### src/rtl/cpu_bus_pkg.sv
// Shared types and constants for the CPU bus arbiter: size encodings and FSM states.
package cpu_bus_pkg;

  localparam logic [1:0] SZ_BYTE = 2'b00;
  localparam logic [1:0] SZ_HALF = 2'b01;
  localparam logic [1:0] SZ_WORD = 2'b10;

  typedef enum logic {
    ST_IDLE = 1'b0,
    ST_BUSY = 1'b1
  } arb_state_e;

  // Master-index width; a single-port build still needs one bit to index with.
  function automatic int id_width(input int num_m);
    return (num_m > 1) ? $clog2(num_m) : 1;
  endfunction

endpackage

### src/rtl/arb_id_fifo.sv
// In-order FIFO of issuing-master IDs for accepted, not-yet-answered requests.
module arb_id_fifo #(
  parameter int DEPTH = 4,
  parameter int W     = 1
) (
  input  logic         clk,
  input  logic         rst,
  input  logic         push,
  input  logic         pop,
  input  logic [W-1:0] din,
  output logic         full,
  output logic         empty,
  output logic [W-1:0] head
);

  localparam int PW = $clog2(DEPTH);

  logic [W-1:0]  mem [DEPTH];
  logic [PW-1:0] wr_ptr;
  logic [PW-1:0] rd_ptr;
  logic [PW:0]   count;
  logic          do_push;
  logic          do_pop;

  assign full    = (count == (PW+1)'(DEPTH));
  assign empty   = (count == '0);
  assign do_push = push & ~full;
  assign do_pop  = pop & ~empty;
  assign head    = mem[rd_ptr];

  // Pointers are exactly log2(DEPTH) bits, so they wrap on their own.
  always_ff @(posedge clk) begin
    if (rst) begin
      wr_ptr <= '0;
      rd_ptr <= '0;
      count  <= '0;
    end else begin
      if (do_push) begin
        mem[wr_ptr] <= din;
        wr_ptr      <= wr_ptr + 1'b1;
      end
      if (do_pop) rd_ptr <= rd_ptr + 1'b1;
      case ({do_push, do_pop})
        2'b10:   count <= count + 1'b1;
        2'b01:   count <= count - 1'b1;
        default: count <= count;
      endcase
    end
  end

endmodule

### src/rtl/cpu_bus_arbiter.sv
// Arbitrates NUM_M sram-like master ports onto one slave port, routing responses in order.
// Define BUS_ARB_RR_EN for round-robin arbitration; default is fixed priority (highest index wins).
//
//  state   | meaning
//  ST_IDLE | no held grant; winner of this cycle drives the slave combinationally
//  ST_BUSY | grant frozen on one master until its request is accepted or withdrawn
module cpu_bus_arbiter
  import cpu_bus_pkg::*;
#(
  parameter int NUM_M = 2,
  parameter int AW    = 32,
  parameter int DW    = 32,
  parameter int DEPTH = 4
) (
  input  logic              clk,
  input  logic              rst,
  input  logic [NUM_M-1:0]    m_req,
  input  logic [NUM_M-1:0]    m_wr,
  input  logic [2*NUM_M-1:0]  m_size,
  input  logic [AW*NUM_M-1:0] m_addr,
  input  logic [DW*NUM_M-1:0] m_wdata,
  output logic [NUM_M-1:0]    m_addr_ok,
  output logic [NUM_M-1:0]    m_data_ok,
  output logic [DW-1:0]       m_rdata,
  output logic              s_req,
  output logic              s_wr,
  output logic [1:0]        s_size,
  output logic [AW-1:0]     s_addr,
  output logic [DW-1:0]     s_wdata,
  input  logic              s_addr_ok,
  input  logic              s_data_ok,
  input  logic [DW-1:0]     s_rdata,
  output logic              err
);

  localparam int IDW = id_width(NUM_M);

  arb_state_e     state;
  logic [IDW-1:0] grant;
  logic [IDW-1:0] winner;
  logic [IDW-1:0] cur;
  logic [IDW-1:0] head;
  logic           any_req;
  logic           fifo_full;
  logic           fifo_empty;
  logic           accept;
  logic           pop;

`ifdef BUS_ARB_RR_EN
  logic [IDW-1:0] last_grant;

  // Search starts one past the last grant and wraps around the ports.
  always_comb begin
    logic found;
    winner = '0;
    found  = 1'b0;
    for (int k = 1; k <= NUM_M; k++) begin
      if (!found && m_req[(int'(last_grant) + k) % NUM_M]) begin
        winner = IDW'((int'(last_grant) + k) % NUM_M);
        found  = 1'b1;
      end
    end
  end
`else
  always_comb begin
    winner = '0;
    for (int i = 0; i < NUM_M; i++) begin
      if (m_req[i]) winner = IDW'(i);
    end
  end
`endif

  assign any_req = |m_req;
  assign cur     = (state == ST_BUSY) ? grant : winner;

  // A full ID FIFO stalls the slave request even if a response pops this cycle.
  assign s_req   = ~fifo_full & ((state == ST_BUSY) ? m_req[grant] : any_req);
  assign s_wr    = m_wr[cur];
  assign s_size  = m_size[int'(cur)*2 +: 2];
  assign s_addr  = m_addr[int'(cur)*AW +: AW];
  assign s_wdata = m_wdata[int'(cur)*DW +: DW];

  assign accept    = s_req & s_addr_ok;
  assign pop       = s_data_ok & ~fifo_empty;
  assign m_addr_ok = accept ? (NUM_M'(1) << cur) : '0;
  assign m_data_ok = pop ? (NUM_M'(1) << head) : '0;
  assign m_rdata   = s_rdata;

  always_ff @(posedge clk) begin
    if (rst) begin
      state <= ST_IDLE;
      grant <= '0;
      err   <= 1'b0;
`ifdef BUS_ARB_RR_EN
      last_grant <= IDW'(NUM_M - 1);
`endif
    end else begin
      if (s_data_ok && fifo_empty) err <= 1'b1;
      case (state)
        ST_IDLE: begin
          if (s_req) begin
            grant <= winner;
`ifdef BUS_ARB_RR_EN
            last_grant <= winner;
`endif
            if (!s_addr_ok) state <= ST_BUSY;
          end
        end
        ST_BUSY: begin
          if (accept || !m_req[grant]) state <= ST_IDLE;
        end
        default: state <= ST_IDLE;
      endcase
    end
  end

  arb_id_fifo #(
    .DEPTH(DEPTH),
    .W    (IDW)
  ) u_id_fifo (
    .clk  (clk),
    .rst  (rst),
    .push (accept),
    .pop  (pop),
    .din  (cur),
    .full (fifo_full),
    .empty(fifo_empty),
    .head (head)
  );

endmodule

### config.mk
export PLATFORM = sky130hd
export DESIGN_NAME = cpu_bus_arbiter
export DESIGN_NICKNAME = d
export VERILOG_FILES = /design/src/rtl/cpu_bus_pkg.sv /design/src/rtl/arb_id_fifo.sv /design/src/rtl/cpu_bus_arbiter.sv
export SDC_FILE = /design/constraint.sdc
export NUM_CORES = 1
export LEC_CHECK = 0
export CAP_MARGIN = 20
export CORE_AREA = 5 5 104 106
export CTS_CLUSTER_DIAMETER = 200
export DETAILED_ROUTE_END_ITERATION = 7
export DIE_AREA = 0 0 109 111
export PLACE_DENSITY = 0.8
export SLEW_MARGIN = 15
export SYNTH_ARGS = -nofsm -noshare
export SYNTH_HDL_FRONTEND = slang
export SYNTH_SLANG_ARGS = --single-unit
### constraint.sdc
create_clock -name clk -period 2.4 [get_ports clk]
set_clock_uncertainty 0.1 [all_clocks]
set_input_delay 0.24 -clock clk [delete_from_list [all_inputs] [get_ports clk]]
set_output_delay 0.24 -clock clk [all_outputs]
set_load 0.01 [all_outputs]
=== After elaboration in Yosys (flattened, before gate mapping) ===
Memory sizes are Yosys's and may differ from the RTL's. A register that Yosys moved wholly into a read port is not among the register bits.
Index checks and enable logic that the tools add are counted.

* Flip-flop bits (word level): 10
* Memory bits (writable): 4
* Input bits: 172
* Output and inout port bits: 105
* Memories: 1

* Add/subtract/negate cells: 4
* $lt $le $gt $ge: 2
* Equality and inequality tests: 3
* Shift-type cells: 5
* Mux-type cells: 19
* Bitwise gates (word level): 8
* Reduce and logical (&&, ||, !) cells: 7

{| class="wikitable"
|+ Memories
! name !! depth !! width !! rd ports !! clocked after Yosys merged registers in !! write ports !! line !! RTL
|-
| u_id_fifo.mem || 4 || 1 || 1 || 1 || 1 || arb_id_fifo.sv:18 || <nowiki>logic [W-1:0] mem [DEPTH];</nowiki>
|}

{| class="wikitable"
|+ Operators with widths
! kind !! count
|-
| indexed part select 64 x 7 -> 32 bit || 2
|-
| 2-to-1 mux 1 bit || 13
|-
| 2-to-1 mux 2 bit || 4
|-
| case mux 3 bit (2 select lines) || 1
|-
| bitwise AND 1 bit || 5
|-
| adder 2 x 1 -> 2 bit, second input constant || 2
|-
| < comparator 1 x 2 -> 1 bit, second input constant || 2
|-
| indexed part select 4 x 3 -> 2 bit || 1
|-
| << shifter 1 x 1 -> 2 bit, first input constant || 2
|-
| adder 3 x 1 -> 3 bit, second input constant || 1
|-
| == test 3 bit, second input constant || 1
|-
| logical NOT 3 bit || 1
|-
| inverter 1 bit || 3
|-
| subtractor 3 x 1 -> 3 bit, second input constant || 1
|-
| == test 2 x 1 -> 1 bit, second input constant || 1
|-
| == test 2 bit, second input constant || 1
|-
| case mux 1 bit (2 select lines) || 1
|-
| AND reduction 2 bit || 1
|-
| nonzero test 2 bit || 1
|-
| OR reduction 2 bit || 1
|-
| logical AND 1 bit || 1
|-
| logical NOT 1 bit || 1
|-
| logical OR 1 bit || 1
|}

=== Depth between registers and ports, before layout ===
Gate-level depths: netlist of the first run.

* Word-level depth: 9
* Depth in mapped cells: 8
* Gate-level depth less buffers: 8

=== Modules after synthesis ===
A second synthesis of the first run with hierarchy kept.

* Cell total of the unflattened synthesis: 190
* Area total of the unflattened synthesis: 1,858.0 µm²

{| class="wikitable"
|+ Modules (own cells, without submodules)
! module !! instances !! cells each !! area each (µm²)
|-
| cpu_bus_arbiter || 1 || 131 || 1,223.7
|-
| arb_id_fifo || 1 || 59 || 634.4
|}

=== Worst setup path after synthesis of the first run ===
No wires, ideal clock.

* Kind: reg2reg
* Start: register u_id_fifo.count[2]
* End: register u_id_fifo.count[2]
* Library setup time: 71 ps
* Data arrival time: 2,178 ps
* Slack: 51 ps
* Stages on the path, launching flop included: 9
* Period minus slack after synthesis: 2,349 ps
* Path through: dfxtp_1 -> or3b_1 -> o2111ai_4 -> ha_1 -> inv_1 -> fa_1 -> xor2_1 -> or3_1 -> a21oi_1

* Cells in the longest elaborated chain, start to end: 7
* Elaborated cells between the ends (all ways): 15
* Classes of those cells: add/sub (2); eq/ne (3); mux (1); bitwise (7); reduce/logical (2)

{| class="wikitable"
|+ Ends and longest elaborated chain
! what !! line !! RTL
|-
| start: declaration || arb_id_fifo.sv:21 || <nowiki>logic [PW:0] count;</nowiki>
|-
| start signal: assignment || arb_id_fifo.sv:44 || <nowiki>2'b10: count <= count + 1'b1;</nowiki>
|-
| start signal: assignment || arb_id_fifo.sv:45 || <nowiki>2'b01: count <= count - 1'b1;</nowiki>
|-
| start signal: assignment || arb_id_fifo.sv:46 || <nowiki>default: count <= count;</nowiki>
|-
| == test 3 bit || arb_id_fifo.sv:25 || <nowiki>assign full = (count == (PW+1)'(DEPTH));</nowiki>
|-
| inverter 1 bit || arb_id_fifo.sv:27, cpu_bus_arbiter.sv:77 ||
|-
| bitwise AND 1 bit || cpu_bus_arbiter.sv:77 || <nowiki>assign s_req = ~fifo_full & ((state == ST_BUSY) ? m_req[grant] : any_req);</nowiki>
|-
| bitwise AND 1 bit || cpu_bus_arbiter.sv:83 || <nowiki>assign accept = s_req & s_addr_ok;</nowiki>
|-
| bitwise AND 1 bit || arb_id_fifo.sv:27 || <nowiki>assign do_push = push & ~full;</nowiki>
|-
| == test 2 x 1 -> 1 bit / == test 2 bit (equally long branches) || arb_id_fifo.sv:43 || <nowiki>case ({do_push, do_pop})</nowiki>
|-
| case mux 3 bit (2 select lines) / nonzero test 2 bit (equally long branches) || -- ||
|}

Parallel ways exist; a longest one is shown, timed or not.
A chain may end at the register's enable or synchronous reset.

=== Final worst setup path of the first run ===
* Start: input port m_req[1]
* End: output port s_addr[24]

* Cells in the longest elaborated chain, start to end: 3

{| class="wikitable"
|+ Ends and longest elaborated chain
! what !! line !! RTL
|-
| start: declaration || cpu_bus_arbiter.sv:17 || <nowiki>input logic [NUM_M-1:0] m_req,</nowiki>
|-
| 2-to-1 mux 1 bit || cpu_bus_arbiter.sv:68 || <nowiki>if (m_req[i]) winner = IDW'(i);</nowiki>
|-
| 2-to-1 mux 1 bit || cpu_bus_arbiter.sv:74 || <nowiki>assign cur = (state == ST_BUSY) ? grant : winner;</nowiki>
|-
| indexed part select 64 x 7 -> 32 bit || cpu_bus_arbiter.sv:80 || <nowiki>assign s_addr = m_addr[int'(cur)*AW +: AW];</nowiki>
|-
| end: declaration || cpu_bus_arbiter.sv:28 || <nowiki>output logic [AW-1:0] s_addr,</nowiki>
|}

Every way passes these cells.

==> results of run 1 <==
[through the flow]
stage	cells	hold WS, ns	TNS [ns]
3_5_place_dp	501	0.3801	-6.186
3_3_place_gp	501	0.3643	-4.404
6_report	515	0.3800	0
4_1_cts	514	0.3801	-0.04338
2_1_floorplan	186	0.2807	0
5_1_grt	515	0.3801	-0.4636
[layout make-up]
class | count | area [um^2] | share of cell area
Multi-Input combinational cell | 120 | 1475 | 0.3339
Sequential cell | 16 | 365.4 | 0.08270
Inverter | 8 | 30.03 | 0.006797
Clock buffer | 3 | 41.29 | 0.009346
Tap cell | 133 | 166.4 | 0.03767
Timing Repair Buffer | 234 | 2336 | 0.5287
Clock inverter | 1 | 3.754 | 0.0008496
[worst max-delay path by stage]
stage / from / end / slack (ns) / depth (start not counted)
2_1_floorplan: u_id_fifo.count[2] / u_id_fifo.count[2] / 0.05 / 8
3_3_place_gp: m_req[0] / u_id_fifo.count[2] / -0.20 / 9
3_5_place_dp: m_req[0] / u_id_fifo.count[2] / -0.28 / 9
4_1_cts: m_req[1] / s_wdata[18] / -0.01 / 6
5_1_grt: m_req[1] / s_wdata[5] / -0.03 / 6
6_report: m_req[1] / s_addr[24] / 0.03 / 6
[routing by layer]
layer / vias up / track usage / wire length, um
li1: 1011 / - / -
met1: 978 / 0.1513 / 3396
met2: 154 / 0.2572 / 4743
met3: 6 / 0.07164 / 1325
met4: 0 / 0.02525 / 79
met5: - / 0 / 0
[what timing repair did]
action / in CTS / in global routing
gates resized for setup: 72 / 38
endpoints found under the setup margin: 70 / 41
gates cloned: 2 / 0
buffers inserted: 7 / 1
pin swaps: 1 / 2
[critical path: stages]
cell and delay [ns]:
clkdlybuf4s50_1 0.51, nor2b_4 0.17, a21o_4 0.17, buf_12 0.15, mux2_4 0.29, clkdlybuf4s50_1 0.48
[cell families (layout without fill, tap and decap cells)]
family,Yosys count,in the layout
muxes,71,71
buffers and inverters,50,246
and+or+nand+nor,25,25
DFF,16,16
AOI/OAI and AO/OA,14,14
adders and majority gates,6,6
xor gates and xnor gates,4,4
[power by group]
group | switching [mW] | internal (mW) | leakage, nW
Sequential | 0.0449 | 0.347 | 0.136
Clock | 0.0907 | 0.113 | 0.0231
Combinational | 0.638 | 1.05 | 1.90
[Yosys cell counts]
cell | n | area, um^2
inv_1 | 8 | 30.03
a21o_2 | 1 | 8.760
mux4_2 | 1 | 22.52
nor2_1 | 11 | 41.29
mux2_4 | 68 | 1021
buf_4 | 32 | 240.2
or3b_1 | 1 | 8.760
mux2i_1 | 2 | 20.02
o211a_1 | 2 | 20.02
edfxtp_1 | 4 | 120.1
o311ai_0 | 1 | 8.760
nor3b_1 | 4 | 30.03
ha_1 | 5 | 62.56
xor2_1 | 4 | 35.03
or3b_4 | 1 | 11.26
a31o_2 | 1 | 8.760
a21oi_1 | 5 | 25.02
nand2b_1 | 2 | 12.51
o31ai_1 | 1 | 7.510
and2b_2 | 1 | 8.760
clkbuf_1 | 2 | 7.510
fa_1 | 1 | 20.02
o21ai_0 | 1 | 5.000
nor3_1 | 1 | 5.000
buf_6 | 8 | 90.09
dfxtp_1 | 12 | 240.2
or3_1 | 1 | 6.260
o2111ai_4 | 1 | 26.28
nor2b_1 | 2 | 12.51
nand2_1 | 1 | 3.750
a21boi_1 | 1 | 7.510
==> flow_metrics.env, run 1 <==
export IMPL_ant_nets=0
export IMPL_r2r_slack_ns=0.13
export IMPL_grt_pass1_vias=2326
export IMPL_core_um2=9684
export IMPL_tightest_slew_ns=0.5822
export IMPL_drv_cap=0
export IMPL_first_pass_iters=4
export IMPL_finalSetupViolations=0
export IMPL_ys_types=31
export IMPL_initial_core_util=0.2238
export IMPL_holdCritPathClass="in -> out"
export IMPL_grt_use_total=0.1439
export IMPL_grt_max_degree=18
export IMPL_cts_root_buf="clkbuf_8"
export IMPL_drc=0
export IMPL_synth_area_um2=2167
export IMPL_layout_min_cycle_time_ns=2.374
export IMPL_antenna_cells=0
export IMPL_dieWidth_um=109
export IMPL_pre_cts_slack_ns=-0.2754
export IMPL_holdCritStartpoint="s_rdata[25]"
export IMPL_yosysWarnings=0
export IMPL_synth_xor_area_frac=0.01617
export IMPL_synth_top_family_by_area="multiplexers"
export IMPL_cts_buffer_depth=2
export IMPL_wl_per_cell_um=18.53
export IMPL_fin_area_um2=4418
export IMPL_portBuffers=212
export IMPL_numClockSinks=16
export IMPL_grt_pass1_wl_um=13440
export IMPL_synth_area_mux_share=0.4908
export IMPL_synth_simple_area_share=0.06467
export IMPL_vdd_drop_max_mv=0.2014
export IMPL_grt_ovfl_total=0
export IMPL_gp_congestion=0.7532
export IMPL_area_delta_synth_final_pct=103.9
export IMPL_layout_common_cells="149 x clkdlybuf4s50_1, 68 x mux2_4, 32 x dlygate4sd2_1"
export IMPL_fp_row_count=36
export IMPL_totalWireLength_um=9545
export IMPL_drive_gt1_frac=0.3089
export IMPL_cts_tree="built"
export IMPL_p_leak_nw=2.058
export IMPL_crit_path_end_kind="primary output"
export IMPL_setup_ws_ns=0.02611
export IMPL_synth_area_per_cell_um2=11.65
export IMPL_p_per_area_nw_per_um2=517.2
export IMPL_max_freq_mhz=421.2
export IMPL_place_area_um2=4239
export IMPL_h_tree_depth=1
export IMPL_synthAdderAreaFrac=0.03811
export IMPL_crit_path_start_kind="input pin"
export IMPL_antenna_found_initial=0
export IMPL_cp_data_required_time_ns=2.06
export IMPL_hold_violations=0
export IMPL_synth_nets=364
export IMPL_critPathMaxFanout=9
export IMPL_reg2reg_to="u_id_fifo.count[2]"
export IMPL_rsz0062_at_grt="yes"
export IMPL_fp_dieH_um=111
export IMPL_dieArea_um2=12100
export IMPL_ctsHoldBuffers=0
export IMPL_cts_buffers=3
export IMPL_r2r_start="state"
export IMPL_final_core_util=0.4562
export IMPL_vias=2149
export IMPL_synth_compound_area_frac=0.05427
export IMPL_ios=277
export IMPL_critPathKind="in -> out"
export IMPL_slew_headroom=0.6107
export IMPL_synth_seq_cells=16
export IMPL_hold_depth=0
export IMPL_n_fill_cell=904
export IMPL_power_mw=2.285
export IMPL_finalCritPeriodShare=0.9891
export IMPL_worstHoldEndpoint="m_rdata[25]"
export IMPL_reg2reg_depth=8
export IMPL_vias_per_cell=4.173
export IMPL_syn_inst=186
export IMPL_status="completed"
export IMPL_final_common_cell="clkdlybuf4s50_1"
export IMPL_clk_latency_ns=0.24
export IMPL_nNetsFinal=561
export IMPL_dpl_hpwl_um=8183
export IMPL_slew_violations=0
export IMPL_crit_arrival_ns=2.03
export IMPL_yosysSeqAreaShare=0.1663
export IMPL_drt_iter0_markers=62
No activity file was read; power rests on OpenSTA's default activity.
==> inputs of run 2 (changes only) <==
CORE_AREA = 2 2 107 109   (was 5 5 104 106)
PLACE_DENSITY = 0.73   (was 0.8)
==> run 2 against run 1 <==
Fmax rose by 1.7%. Combinational power down 2%. Clock-buffer cell count is the same. Flip-flop and latch count is the same. Total power rose by 4.2%. Worst hold slack worse by 0.011 ns.
==> flow_metrics.env, run 2 (same netlist as run 1, synthesis figures left out) <==
export IMPL_setup_ws_ns=0.06507
export IMPL_drt_iter0_markers=70
export IMPL_critPathMaxFanout=6
export IMPL_grt_ovfl_total=0
export IMPL_cp_data_required_time_ns=2.06
export IMPL_initial_core_util=0.1956
export IMPL_drv_cap=0
export IMPL_grt_use_total=0.1235
export IMPL_totalWireLength_um=7981
export IMPL_portBuffers=212
export IMPL_r2r_slack_ns=0.14
export IMPL_cts_root_buf="clkbuf_16"
export IMPL_hold_violations=0
export IMPL_vias_per_cell=4.112
export IMPL_layout_common_cells="146 x clkdlybuf4s50_1, 68 x mux2_4, 43 x dlygate4sd2_1"
export IMPL_fin_area_um2=4439
export IMPL_critPathKind="in -> out"
export IMPL_grt_max_degree=18
export IMPL_ant_nets=0
export IMPL_finalNonFillerCells=526
export IMPL_crit_path_start_kind="input pin"
export IMPL_hold_depth=2
export IMPL_dieArea_um2=12100
export IMPL_status="completed"
export IMPL_path_clk_slew_ns=0.05
export IMPL_holdWs_ns=0.3688
export IMPL_dieWidth_um=109
export IMPL_fp_dieH_um=111
export IMPL_h_tree_depth=1
export IMPL_critical_path_startpoint="m_req[1]"
export IMPL_first_pass_iters=4
export IMPL_place_inst=511
export IMPL_place_area_um2=4252
export IMPL_finalSetupViolations=0
export IMPL_cts_buffers=3
export IMPL_r2r_start="state"
export IMPL_antenna_cells=0
export IMPL_grt_pass1_vias=2257
export IMPL_power_mw=2.380
export IMPL_fp_row_count=39
export IMPL_drc=0
export IMPL_core_um2=11080
export IMPL_reg2reg_depth=8
export IMPL_final_common_cell="clkdlybuf4s50_1"
export IMPL_area_delta_synth_final_pct=104.9
export IMPL_nNetsFinal=562
export IMPL_vdd_drop_max_mv=0.3240
export IMPL_rsz0062_at_grt="no"
export IMPL_holdCritStartpoint="err"
export IMPL_final_core_util=0.4008
export IMPL_numClockSinks=16
export IMPL_cts_buffer_depth=2
export IMPL_p_per_area_nw_per_um2=536.1
export IMPL_finalCritPeriodShare=0.9729
export IMPL_drive_gt1_frac=0.3185
export IMPL_reg2reg_to="u_id_fifo.count[2]"
export IMPL_ios=277
export IMPL_slew_headroom=0.6026
export IMPL_grt_pass1_wl_um=11870
export IMPL_holdCritPathClass="reg -> reg"
export IMPL_crit_path_end_kind="primary output"
export IMPL_pre_cts_slack_ns=-0.2642
export IMPL_antenna_found_initial=0
export IMPL_tightest_slew_ns=0.5943
export IMPL_p_leak_nw=2.051
export IMPL_max_freq_mhz=428.3
export IMPL_worstHoldEndpoint="err"
export IMPL_gp_congestion=0.7944
export IMPL_layout_min_cycle_time_ns=2.335
export IMPL_wl_per_cell_um=15.17
export IMPL_clk_latency_ns=0.25
export IMPL_vias=2163
export IMPL_crit_arrival_ns=1.99
export IMPL_cts_tree="built"
export IMPL_slew_violations=0
export IMPL_dpl_hpwl_um=6440
export IMPL_finalSetupTns_ns=0
==> run 2: cell types whose count changed in the layout (fill, tap and decap cells not counted), moves of 2 or more <==
cell / previous run / this run
clkbuf_16: 0 / 3
clkbuf_2: 12 / 14
clkdlybuf4s50_1: 149 / 146
dlymetal6s2s_1: 14 / 9
clkdlybuf4s15_1: 5 / 0
clkbuf_8: 3 / 0
dlygate4sd2_1: 32 / 43
==> run 2: report_power, final <==
part / switching (mW) / internal [mW] / total (mW)
Sequential: 0.0479 / 0.349 / 0.397
Clock: 0.107 / 0.221 / 0.328
Combinational: 0.616 / 1.04 / 1.65
==> run 2: how the worst max path moves through the flow <==
stage / endpoint / slack, ns / cells after the start
3_3_place_gp: u_id_fifo.count[2] / -0.18 / 9
2_1_floorplan: u_id_fifo.count[2] / 0.05 / 8
4_1_cts: m_addr_ok[1] / -0.04 / 5
3_5_place_dp: u_id_fifo.count[2] / -0.26 / 9
5_1_grt: m_addr_ok[0] / 0.0001 / 7
6_report: s_wdata[18] / 0.07 / 6
==> run 2: cell type report <==
class	count	area, um^2
fill	1093	6638
timing repair buffer	235	2311
multi-input combinational	120	1474
sequential	16	366.6
tap	143	178.9
clock buffer	3	75.07
inverter	8	30.03
clock inverter	1	3.754
==> run 2: critical path, stage by stage <==
cell,delay (ns)
clkdlybuf4s50_1,0.48
nor2b_4,0.16
a21o_4,0.19
buf_6,0.15
mux2_4,0.29
clkdlybuf4s50_1,0.48
==> run 2: what timing repair did <==
action | 4_1_cts | 5_1_grt
endpoints found under the setup margin | 68 | 32
gates cloned | 2 | 0
hold buffers | 0 | 0
pin swaps | 1 | 1
gates resized for setup | 82 | 31
buffers inserted | 6 | 3
==> run 2: routing by layer <==
layer,track usage,up-vias,routed length [um]
met2,0.2166,149,3873
met4,0.04103,0,159
li1,-,1013,-
met1,0.1340,986,2848
met3,0.04703,15,1100
met5,0,-,0
